===== config.mk =====
export PLATFORM = sky130hd
export DESIGN_NAME = dff_pipe
export DESIGN_NICKNAME = d
export VERILOG_FILES = /design/src/rtl/dff_pipe.sv
export SDC_FILE = /design/constraint.sdc
export NUM_CORES = 1
export LEC_CHECK = 0
export CORE_ASPECT_RATIO = 2
export CORE_UTILIZATION = 44
export CTS_BUF_LIST = sky130_fd_sc_hd__clkbuf_4 sky130_fd_sc_hd__clkbuf_8 sky130_fd_sc_hd__clkbuf_16
export DETAILED_ROUTE_END_ITERATION = 10
export MAX_ROUTING_LAYER = met4
export PLACE_DENSITY = 0.76
export REMOVE_ABC_BUFFERS = 1
export SYNTH_ARGS = -nofsm -noshare
export SYNTH_HDL_FRONTEND = slang
export SYNTH_SLANG_ARGS = --single-unit
export TNS_END_PERCENT = 10

===== constraint.sdc =====
create_clock -name clk -period 2.6 [get_ports clk]
set_clock_uncertainty 0.05 [all_clocks]
set_input_delay 0.52 -clock clk [delete_from_list [all_inputs] [get_ports clk]]
set_output_delay 0.52 -clock clk [all_outputs]
set_load 0.02 [all_outputs]

===== src/rtl/dff_pipe.sv =====
// Elastic W-bit register pipeline of D stages with valid/ready flow control.
// Optional DFF_PIPE_CLEAR_DATA_EN: data registers are reset/flushed to zero.
module dff_pipe #(
    parameter int W = 32,
    parameter int D = 2
) (
    input  logic                   clk,
    input  logic                   rst_n,
    input  logic                   en,
    input  logic                   flush,
    input  logic                   in_valid,
    input  logic [W-1:0]           in_data,
    output logic                   in_ready,
    output logic                   out_valid,
    output logic [W-1:0]           out_data,
    input  logic                   out_ready,
    output logic [$clog2(D+1)-1:0] count
);

    localparam int CW = $clog2(D+1);

    logic [D-1:0] v;
    logic [W-1:0] q [D];

    logic [D-1:0] r;
    logic [D-1:0] up_v;
    logic [W-1:0] up_q [D];
    logic [D-1:0] load;
    logic         go;
    logic         in_xfer;
    logic         out_xfer;

    assign go = en & ~flush;

    // A stage can take a word if any stage from it to the output is empty
    // or the output is being drained; this flattens the ready chain.
    always_comb begin
        for (int i = 0; i < D; i++) begin
            logic rr;
            rr = out_ready;
            for (int j = i; j < D; j++) begin
                rr = rr | ~v[j];
            end
            r[i] = rr;
        end
    end

    always_comb begin
        up_v[0] = in_valid;
        up_q[0] = in_data;
        for (int i = 1; i < D; i++) begin
            up_v[i] = v[i-1];
            up_q[i] = q[i-1];
        end
    end

    assign load     = {D{go}} & r;
    assign in_ready = go & r[0];
    assign out_valid = go & v[D-1];
    assign in_xfer  = in_valid & in_ready;
    assign out_xfer = out_valid & out_ready;

    always_ff @(posedge clk or negedge rst_n) begin
        if (!rst_n) begin
            v <= '0;
        end else if (flush) begin
            v <= '0;
        end else begin
            for (int i = 0; i < D; i++) begin
                if (load[i]) begin
                    v[i] <= up_v[i];
                end
            end
        end
    end

`ifdef DFF_PIPE_CLEAR_DATA_EN
    always_ff @(posedge clk or negedge rst_n) begin
        if (!rst_n) begin
            for (int i = 0; i < D; i++) begin
                q[i] <= '0;
            end
        end else if (flush) begin
            for (int i = 0; i < D; i++) begin
                q[i] <= '0;
            end
        end else begin
            for (int i = 0; i < D; i++) begin
                if (load[i] & up_v[i]) begin
                    q[i] <= up_q[i];
                end
            end
        end
    end

    assign out_data = out_valid ? q[D-1] : '0;
`else
    always_ff @(posedge clk) begin
        for (int i = 0; i < D; i++) begin
            if (load[i] & up_v[i]) begin
                q[i] <= up_q[i];
            end
        end
    end

    assign out_data = q[D-1];
`endif

    // Full with a simultaneous push and pop may wrap mid-expression; the
    // modular result is still the correct occupancy.
    always_ff @(posedge clk or negedge rst_n) begin
        if (!rst_n) begin
            count <= '0;
        end else if (flush) begin
            count <= '0;
        end else begin
            count <= count + CW'(in_xfer) - CW'(out_xfer);
        end
    end

`ifndef SYNTHESIS
    a_count_matches_valid : assert property (
        @(posedge clk) disable iff (!rst_n)
        int'(count) == $countones(v)
    );

    a_stall_holds_output : assert property (
        @(posedge clk) disable iff (!rst_n)
        (out_valid && !out_ready) |=> (v[D-1] && $stable(q[D-1]))
    );
`endif

endmodule

* Word-level counts from Yosys, hierarchy flattened *
Memories as Yosys holds them, arrays and structs flattened.
Index checks and enable logic that the tools add are counted.

storage, ports and cells
  memories kept = 1
  bits in registers = 4
  RAM bits = 64
  input port bits = 38
  output and inout bits = 36

cells by class
  reductions and logical operators = 2
  bitwise operators = 14
  muxes and demuxes = 8
  add/sub/neg operators = 2

memory list
  memory  depth  width  read ports  clocked after Yosys merged registers in  write ports  line  source
  q       2      32     2           0                                        2            23    logic [W-1:0] q [D];

operators by type and width
  cell                count
  $and A1 B1 Y1       7
  $mux W1             6
  $mux W2             2
  $reduce_bool A2 Y1  2
  $not A1 Y1          3
  $or A1 B1 Y1        3
  $add A2 B1 Y2       1
  $and A2 B2 Y2       1
  $sub A2 B1 Y2       1

* Depth between registers and ports, before layout *
Gate-level depths: netlist of the first run.

  depth in word-level cells = 8
  mapped depth = 7
  gate-level depth less buffers = 7

* Worst setup path before layout of the first run *
Ideal clock, no wire load.

  kind = input to register
  from = input en
  to = memory q[1][0] (netlist: q[0][32]) (enable)
  path buffers = 0
  required time = 2.158 ns
  data arrival time = 1.515 ns
  path slack = 0.643 ns
  library setup time = 0.392 ns
  stages = 2
  path through = nor2b_4 and3_1

RTL lines
  item                line  source
  start: declaration  9     input logic en,
  end: declaration    23

* Final worst setup path of the first run *
  from = input en
  to = output out_valid

between the ends
  cells in the longest elaborated chain, start to end = 2

ends and longest elaborated chain
  item              line  source
  $and A1 B1 Y1     33    assign go = en & ~flush;
  $and A1 B1 Y1     59    assign out_valid = go & v[D-1];
  end: declaration  14    output logic out_valid,

Every way passes these cells.

==> results of run 1 <==
-- registers in the layout (all words and copies together) (netlist names) --
signal / count
q: 64
v: 2
count: 2
-- cell families (layout without fill, tap and decap cells) --
group,after synthesis,in the layout
flip-flops,68,68
AND/OR/NAND/NOR,12,12
multiplexers,1,1
adder cells (fa/ha/maj),2,2
buffers and inverters,33,94
AO/OA/AOI/OAI,3,3
XOR/XNOR,1,1
-- worst max-delay path by stage --
stage / startpoint / endpoint / slack [ns] / depth (start not counted)
finish: en / out_valid / 0.09 / 4
detailed placement: out_ready / in_ready / 0.04 / 4
CTS: out_ready / in_ready / 0.03 / 4
global route: en / out_valid / 0.05 / 4
global placement: en / out_valid / 0.14 / 4
floorplan: en / q[0][32] / 0.64 / 2
-- synth_stat cells --
cell	count	area [µm²]
dfrtp_1	4	100
nand3b_1	1	7.51
a21bo_2	1	10.0
nor2b_1	1	6.26
and2_1	2	12.5
edfxtp_1	64	1920
nor2b_4	1	13.8
nand3_1	1	5.00
nand2_1	1	3.75
and3_1	3	18.8
mux2i_1	1	10.0
ha_1	2	25.0
buf_4	32	240
nand2b_1	1	6.26
inv_1	1	3.75
a21oi_1	2	10.0
xnor3_1	1	22.5
nor2_1	1	3.75
-- power groups by stage --
stage | combinational, µW | sequential [µW] | clock, µW
floorplan | 19.9 | 1280 | 0
global placement | 113 | 1270 | 0
detailed placement | 120 | 1270 | 0
CTS | 121 | 1250 | 724
global route | 127 | 1250 | 764
finish | 120 | 1250 | 703
-- area by class of cell --
class,count,area [µm²]
sequential,68,2020
tap,58,72.6
clock buffer,12,146
fill,395,2050
inverter,1,3.75
timing repair buffer,77,763
clock inverter,4,16.3
multi-input combinational,19,155
-- what timing repair did --
item / in CTS / in global routing
endpoints found under the setup margin: 0 / 1
endpoints found under the hold margin: 0 / 0
gates resized for setup: 0 / 1
-- through the flow --
stage	util, %	power (µW)	area [µm²]
2_1_floorplan	-	1300	2180
3_3_place_gp	57.6	1380	3010
3_5_place_dp	57.6	1390	3010
4_1_cts	60.7	2090	3180
5_1_grt	60.8	2140	3180
6_report	60.8	2070	3180
-- layer usage --
metal,global-route usage (%),wire (µm),vias to the layer above
li1,-,-,519
met1,15.6,1260,534
met2,25.3,2230,55
met3,5.96,262,9
met4,8.97,92,0
met5,-,0,-
==> results.toml, run 1 <==
[status]
status = "finished, final reports clean"

[synth]
synth_seq_cells = 68
synth_cells = 120
synth_top_family_by_area = "buffers and inverters"
avgSynthCellArea_um2 = 20.2
yosysWarningCount = 0
synth_seq_area_share_pct = 83.5
synth_compound_area_share_pct = 0.827
syn_area_um2 = 2420
yosys.area_share.simple_pct = 3.20
synth_cell_type_count = 18
synth-adder-area-share_pct = 1.03
yosys-mux-area-fraction_pct = 0.413
synth_xor_area_share_pct = 0.930

[sta]
hold_slack_ns = 0.343
setup_ws_ns = 0.0925
max_freq_mhz = 399
hold_violations = 0
fin_crit_sh_pct = 96.4
drv_slew = 0
setup_viol = 0
final.setup.tns_ns = 0
rsz0062_at_grt = "false"
period_minus_slack_ns = 2.51
worstMarginPinSlew_ns = 0.400
slew_headroom_pct = 73.3

[placement]
pre_cts_slack_ns = 0.0444
gp_congestion = 0.719
dp.cells = 223
dp_hpwl_mm = 2.83
io_buffers = 73

[pwr]
internal-power_uw = 1680
p_switching_uw = 393
netSwitchingFraction_pct = 19.0
p_comb_share_pct = 5.8
power_density_nw_per_um2 = 651
pwr-share-clk_pct = 34.0
leakage_uw = 0.00113
seqPwrFrac_pct = 60.3
ir_drop_mv = 0.465

[detailed_routing]
first_pass_iters = 4
drc = 0
via_per_inst = 4.67
drt_iter0_drc = 29
avgRoutedWirePerCell_um = 16.1
dr_total_vias = 1117
wl_mm = 3.84
ant_nets = 0

[final_layout]
nets = 216
stdcell_count = 239
syn2layout_area_growth_pct = 31.3
final_cell_mix = "clkdlybuf4s50_1, edfxtp_1, clkbuf_8, dfrtp_1, buf_4"
drive_gt1_share_pct = 10.5
final_common_cell = "clkdlybuf4s50_1"
diodes = 0

[setup_path]
crit_top_cell = "clkdlybuf4s50_1"
critical_path_required_ns = 2.03
worstSetupPathType = "input pin to output port"
start_kind = "input pin"
worstPathMaxFanout = 6
r2r_end = "count[1]"
arrival_ns = 1.94
reg2regPathDepth = 7
crit_chain = "clkdlybuf4s50_1 -> nor2b_4 -> and2_1 -> clkdlybuf4s50_1"
crit-reg2reg-launch = "v[1]"
worst_setup_path_end_kind = "output port"
r2r_setup_slack_ns = 0.94
cp_top_family = "buffers and inverters"
worst-path-buf-inv = 2
slowest_stage = "clkdlybuf4s50_1"
worst_path_largest_cell_delay_ns = 0.60

[clock_tree]
cts_tree = "done"
post_cts.repair.setup_buffers = 0
clock-sinks = 68
htreeDepth = 3
cts_buffers = 9
hold_buffers = 0
root_buffer = "clkbuf_8"
clock_latency_ns = 0.33
path_clk_slew_ns = 0.07
cts_max_path_buffers = 2

[die]
die_h_um = 107
coreArea_um2 = 5230
start_util_pct = 46.3
dieArea_um2 = 5820
die_w_um = 54.5
io_pins = 74
num_rows = 37

[grt]
gr-usage-all-layers_pct = 15.8
grt_max_degree = 33
grt_pass1_vias = 1201
grt_pass1_wl_mm = 5.81
overflow = 0
antenna_found_initial = 0

[hold_path]
hold_class = "input pin to asynchronous set/reset pin"

[flow_run]
cap_violations = 0
No activity file was read; power rests on OpenSTA's default activity.
==> run 2, diff against run 1 <==
--- a/config.mk
+++ b/config.mk
@@ -6,11 +6,10 @@
 export NUM_CORES = 1
 export LEC_CHECK = 0
 export CORE_ASPECT_RATIO = 2
-export CORE_UTILIZATION = 44
+export CORE_UTILIZATION = 35
 export CTS_BUF_LIST = sky130_fd_sc_hd__clkbuf_4 sky130_fd_sc_hd__clkbuf_8 sky130_fd_sc_hd__clkbuf_16
 export DETAILED_ROUTE_END_ITERATION = 10
 export MAX_ROUTING_LAYER = met4
-export PLACE_DENSITY = 0.76
 export REMOVE_ABC_BUFFERS = 1
 export SYNTH_ARGS = -nofsm -noshare
 export SYNTH_HDL_FRONTEND = slang
==> run 2 against run 1 <==
Against the previous run:
- largest power group unchanged
- combinational power barely moved
- largest cell class unchanged
- clock power rose by 52%
- critical path depth did not move
==> results.toml, run 2 (synthesized netlist as in run 1, its figures left out) <==
[final_layout]
multi_input_area_um2 = 155
final_cell_mix = "clkdlybuf4s50_1, edfxtp_1, clkbuf_16, clkbuf_4, dfrtp_1"
final_cell_area_um2 = 3340
final_common_cell = "clkdlybuf4s50_1"
largest_register_ff_count = 64
drive_gt1_share_pct = 11.1
top_regs = "q: 64 flops, count: 2 flops, v: 2 flops"
nets = 215
final_util_pct = 50.1
diodes = 0
syn2layout_area_growth_pct = 38.0
top_register = "q"
ff_latch_area_um2 = 2020
n_fill_cell = 552

[hold_path]
hold_class = "input pin to asynchronous set/reset pin"

[sta]
fin_crit_sh_pct = 98.4
final.setup.tns_ns = 0
rsz0062_at_grt = "false"
drv_slew = 0
hold_violations = 0
setup_ws_ns = 0.0423
max_freq_mhz = 391
slew_headroom_pct = 83.1
hold_slack_ns = 0.348
setup_viol = 0
worstMarginPinSlew_ns = 0.252
period_minus_slack_ns = 2.56

[detailed_routing]
avgRoutedWirePerCell_um = 14.0
drt_iter0_drc = 29
ant_nets = 0
dr_total_vias = 1089
wl_mm = 3.74
via_per_inst = 4.06
drc = 0
first_pass_iters = 3

[clock_tree]
hold_buffers = 0
cts_tree = "done"
htreeDepth = 3
cts_buffers = 9
clock_latency_ns = 0.32
root_buffer = "clkbuf_16"
cts_max_path_buffers = 2
path_clk_slew_ns = 0.05
clock-sinks = 68

[setup_path]
r2r_setup_slack_ns = 1.00
worst_setup_path_end_kind = "output port"
r2r_end = "count[1]"
startpoint = "flush"
arrival_ns = 1.99
worstPathMaxFanout = 6
worstSetupPathType = "input pin to output port"
crit-reg2reg-launch = "v[0]"
crit_path_end = "in_ready"
reg2regPathDepth = 7
critical_path_required_ns = 2.03
start_kind = "input pin"

[grt]
grt_max_degree = 33
grt_pass1_wl_mm = 5.64
overflow = 0
grt_pass1_vias = 1168
antenna_found_initial = 0
gr-usage-all-layers_pct = 12.1

[die]
dieArea_um2 = 7270
io_pins = 74
coreArea_um2 = 6670
num_rows = 42
die_h_um = 120
start_util_pct = 36.3
die_w_um = 60.8

[status]
status = "finished, final reports clean"

[pwr]
ir_drop_mv = 0.341
seqPwrFrac_pct = 51.2
power_density_nw_per_um2 = 729
netSwitchingFraction_pct = 18.2
pwr-share-clk_pct = 43.9
p_switching_uw = 444
p_comb_share_pct = 4.9
internal-power_uw = 1990
leakage_uw = 0.00119

[placement]
post_dp_cell_area_um2 = 3070
io_buffers = 73
pre_cts_slack_ns = 0.0447
gp_congestion = 0.686
dp_hpwl_mm = 2.60

[flow_run]
cap_violations = 0
[run 2: cell count changes in the layout (fill, tap and decap cells not counted), sizes merged]
cell,change
buf,-1
clkbuf,+1
clkinv,-1
[run 2: how the worst min path moves through the flow]
stage,start,endpoint
6_report,rst_n,v[1]
5_1_grt,rst_n,v[1]
4_1_cts,rst_n,count[1]
3_5_place_dp,q[0][11],q[0][43]
3_3_place_gp,q[0][7],q[0][39]
2_1_floorplan,rst_n,count[0]
[run 2: through the flow]
| stage | total power, µW | instances |
|---|---|---|
| floorplan | 1300 | 88 |
| finish | 2440 | 268 |
| CTS | 2470 | 268 |
| global route | 2520 | 268 |
| global placement | 1380 | 252 |
| detailed placement | 1390 | 252 |
[run 2: power groups by stage]
| stage | Combinational (µW) | Clock, µW | Sequential [µW] |
|---|---|---|---|
| after floorplan | 19.9 | 0 | 1280 |
| final | 119 | 1070 | 1250 |
| after global routing | 126 | 1140 | 1250 |
| after CTS | 121 | 1100 | 1250 |
| after detailed placement | 120 | 0 | 1270 |
| after global placement | 116 | 0 | 1270 |
[run 2: final cells by class]
| cell class | count | share of cell area [%] |
|---|---|---|
| Tap cell | 88 | 3.30 |
| Clock inverter | 3 | 0.412 |
| Clock buffer | 13 | 7.64 |
| Sequential cell | 68 | 60.5 |
| Inverter | 1 | 0.112 |
| Multi-Input combinational cell | 19 | 4.64 |
| Timing Repair Buffer | 76 | 23.4 |
[run 2: repair_timing]
item | in CTS | in global routing
resized for setup | 0 | 1
setup endpoints to repair | 0 | 1
setup buffers | 0 | 0
[run 2: per-layer routing]
layer / vias up / GRT usage, % / wire (µm)
li1: 517 / - / -
met1: 509 / 11.6 / 1290
met2: 46 / 18.1 / 2000
met3: 17 / 4.09 / 204
met4: 0 / 11.5 / 248
met5: - / - / 0
[run 2: critical path: stages]
cell and delay, ns:
clkdlybuf4s50_1 0.52, nor2b_4 0.21, and2_1 0.14, clkdlybuf4s50_1 0.59
==> run 3, diff against run 2 <==
--- a/config.mk
+++ b/config.mk
@@ -5,6 +5,7 @@
 export SDC_FILE = /design/constraint.sdc
 export NUM_CORES = 1
 export LEC_CHECK = 0
+export ABC_AREA = 1
 export CORE_ASPECT_RATIO = 2
 export CORE_UTILIZATION = 35
 export CTS_BUF_LIST = sky130_fd_sc_hd__clkbuf_4 sky130_fd_sc_hd__clkbuf_8 sky130_fd_sc_hd__clkbuf_16
==> run 3 against run 2 <==
Against the previous run:
- via count increased by 5.7%
- sequential share of layout area decreased by 0.74 points
- synthesized area increased by 0.98%
- flip-flop and latch count unchanged
- fmax increased by 0.11%
- count of clock-buffer cells in the layout decreased by 1
- routed wire length increased by 4.0%
- critical endpoint is now out_valid
- largest power group unchanged
==> results.toml, run 3 <==
[status]
status = "finished, final reports clean"

[setup_path]
slowest_stage = "clkdlybuf4s50_1"
start_kind = "input pin"
worst-path-buf-inv = 4
crit_top_cell = "clkdlybuf4s50_1"
worst_path_largest_cell_delay_ns = 0.61
worstSetupPathType = "input pin to output port"
worst_setup_path_end_kind = "output port"
critical_path_required_ns = 2.03
worstPathMaxFanout = 4
cp_top_family = "buffers and inverters"
crit_chain = "clkdlybuf4s50_1 -> inv_1 -> nor2_4 -> inv_2 -> nor2_1 -> clkdlybuf4s50_1"
arrival_ns = 1.99

[clock_tree]
cts_tree = "done"
hold_buffers = 0
path_clk_slew_ns = 0.05
htreeDepth = 3
clock-sinks = 68
post_cts.repair.setup_buffers = 0
cts_max_path_buffers = 2
cts_buffers = 9
root_buffer = "clkbuf_16"
clock_latency_ns = 0.32

[final_layout]
largest_register_ff_count = 64
drive_gt1_share_pct = 11.9
multi_input_area_um2 = 138
ff_latch_area_um2 = 2020
final_cell_area_um2 = 3380
syn2layout_area_growth_pct = 38.3
n_fill_cell = 576
final_common_cell = "clkdlybuf4s50_1"
nets = 230
final_cell_mix = "clkdlybuf4s50_1, edfxtp_1, inv_1, clkbuf_16, nand2_1"
top_register = "q"
diodes = 0
top_regs = "q: 64 flops, count: 2 flops, v: 2 flops"

[sta]
worstMarginPinSlew_ns = 0.347
period_minus_slack_ns = 2.56
rsz0062_at_grt = "false"
setup_ws_ns = 0.0450
hold_violations = 0
max_freq_mhz = 391
final.setup.tns_ns = 0
fin_crit_sh_pct = 98.3
slew_headroom_pct = 76.8
drv_slew = 0
setup_viol = 0

[grt]
use_met3_pct = 5.13
grt.busiest_layer = "met2"
grt_max_degree = 33
grt_pass1_wl_mm = 5.93
antenna_found_initial = 0
grt_pass1_vias = 1282
overflow = 0
gr-usage-all-layers_pct = 12.6
use_met2_pct = 20.1
met1_usage_pct = 10.8

[pwr]
pwr-share-clk_pct = 45.3
ir_drop_mv = 0.463
p_switching_uw = 435
seqPwrFrac_pct = 49.4
p_comb_share_pct = 5.2
netSwitchingFraction_pct = 17.4
power_density_nw_per_um2 = 740
leakage_uw = 0.00121
power.total_uw = 2500
internal-power_uw = 2070

[die]
start_util_pct = 36.6
num_rows = 42
coreArea_um2 = 6670
die_h_um = 120
io_pins = 74
die_w_um = 61.1
dieArea_um2 = 7340

[placement]
post_dp_cell_area_um2 = 3090
gp_congestion = 0.709
dp_hpwl_mm = 2.89
io_buffers = 73
pre_cts_slack_ns = 0.0149

[detailed_routing]
avgRoutedWirePerCell_um = 13.8
ant_nets = 0
first_pass_iters = 4
via_per_inst = 4.08
drt_iter0_drc = 15
wl_mm = 3.89
dr_total_vias = 1151
drc = 0

[synth]
synth_seq_cells = 68
synth_edf_count = 64
synthFlopType = "edfxtp_1"
synth_cell_type_count = 16
synth_common_cells = "edfxtp_1, buf_4, inv_1, nand2_1, nor2_1"
synth_area_leaders = "edfxtp_1, buf_4, dfrtp_1, inv_1, nand2_1"
synth_top_area_cell = "edfxtp_1"
synth-async-reset-ratio_pct = 5.88
yosysWarningCount = 0
synth-adder-area-share_pct = 1.02
synth_cells = 135
yosys-mux-area-fraction_pct = 0
syn_area_um2 = 2440
yosys.area_share.simple_pct = 3.53
yosysMostFrequentCell = "edfxtp_1"
synth_top_family_by_area = "buffers and inverters"
synth_xor_area_share_pct = 0
avgSynthCellArea_um2 = 18.1
synth_compound_area_share_pct = 1.07
synth_seq_area_share_pct = 82.7
yosysTopAreaCellShare_pct = 78.6

[flow_run]
cap_violations = 0

[hold_path]
hold_class = "input pin to asynchronous set/reset pin"
==> run 3: cell types whose count changed after synthesis, sizes merged, moves of 2 or more <==
cell | before | now
nand2 | 1 | 7
o21ai | 0 | 2
nor2b | 2 | 0
inv | 1 | 12
and2 | 2 | 0
nand3 | 1 | 3
and3 | 3 | 0
nor2 | 1 | 6
==> run 3: cells by family after synthesis <==
logic type,after synthesis
compound gates,4
fa+ha+maj,2
buf+inv,44
flops,68
simple gates,17
==> run 3: repair_timing <==
action,4_1_cts,5_1_grt
resized for setup,0,1
setup endpoints to repair,0,1
endpoints found under the hold margin,0,0
==> run 3: final cells by class <==
type / count / share of cell area (%)
multi-input combinational: 23 / 4.07
sequential: 68 / 59.8
timing repair buffer: 76 / 23.1
tap: 88 / 3.26
clock buffer: 12 / 7.33
inverter: 12 / 1.33
clock inverter: 3 / 1.15
==> run 3: layer usage <==
metal	up-vias	share of wire, %
met1	537	33
li1	552	-
met5	-	0
met4	0	4.7
met2	48	57
met3	14	5.6
==> run 3: worst paths after layout <==
check	endpoint	from	slack, ns	cells after the start
min in group clk	q[0][53]	q[0][21]	0.36	0
setup reg to reg	count[1]	v[0]	1.12	8
max in group asynchronous	v[0]	rst_n	1.97	1
setup / recovery	out_valid	en	0.04	6
hold reg to reg	q[0][53]	q[0][21]	0.36	0
hold / removal	count[0]	rst_n	0.36	1
==> run 3: power groups by stage <==
stage	registers, µW	clock network [µW]	logic [µW]
final	1240	1130	131
after global placement	1260	0	126
after global routing	1240	1210	140
after detailed placement	1260	0	133
after floorplan	1270	0	25.7
after CTS	1240	1160	133
==> run 3: per-stage QoR <==
| step | hold slack, ns | cells | util, % |
|---|---|---|---|
| 2_1_floorplan | 0.174 | 103 | - |
| 3_3_place_gp | 0.351 | 267 | 46.3 |
| 3_5_place_dp | 0.355 | 267 | 46.3 |
| 4_1_cts | 0.355 | 282 | 50.6 |
| 5_1_grt | 0.358 | 282 | 50.7 |
| 6_report | 0.359 | 282 | 50.7 |
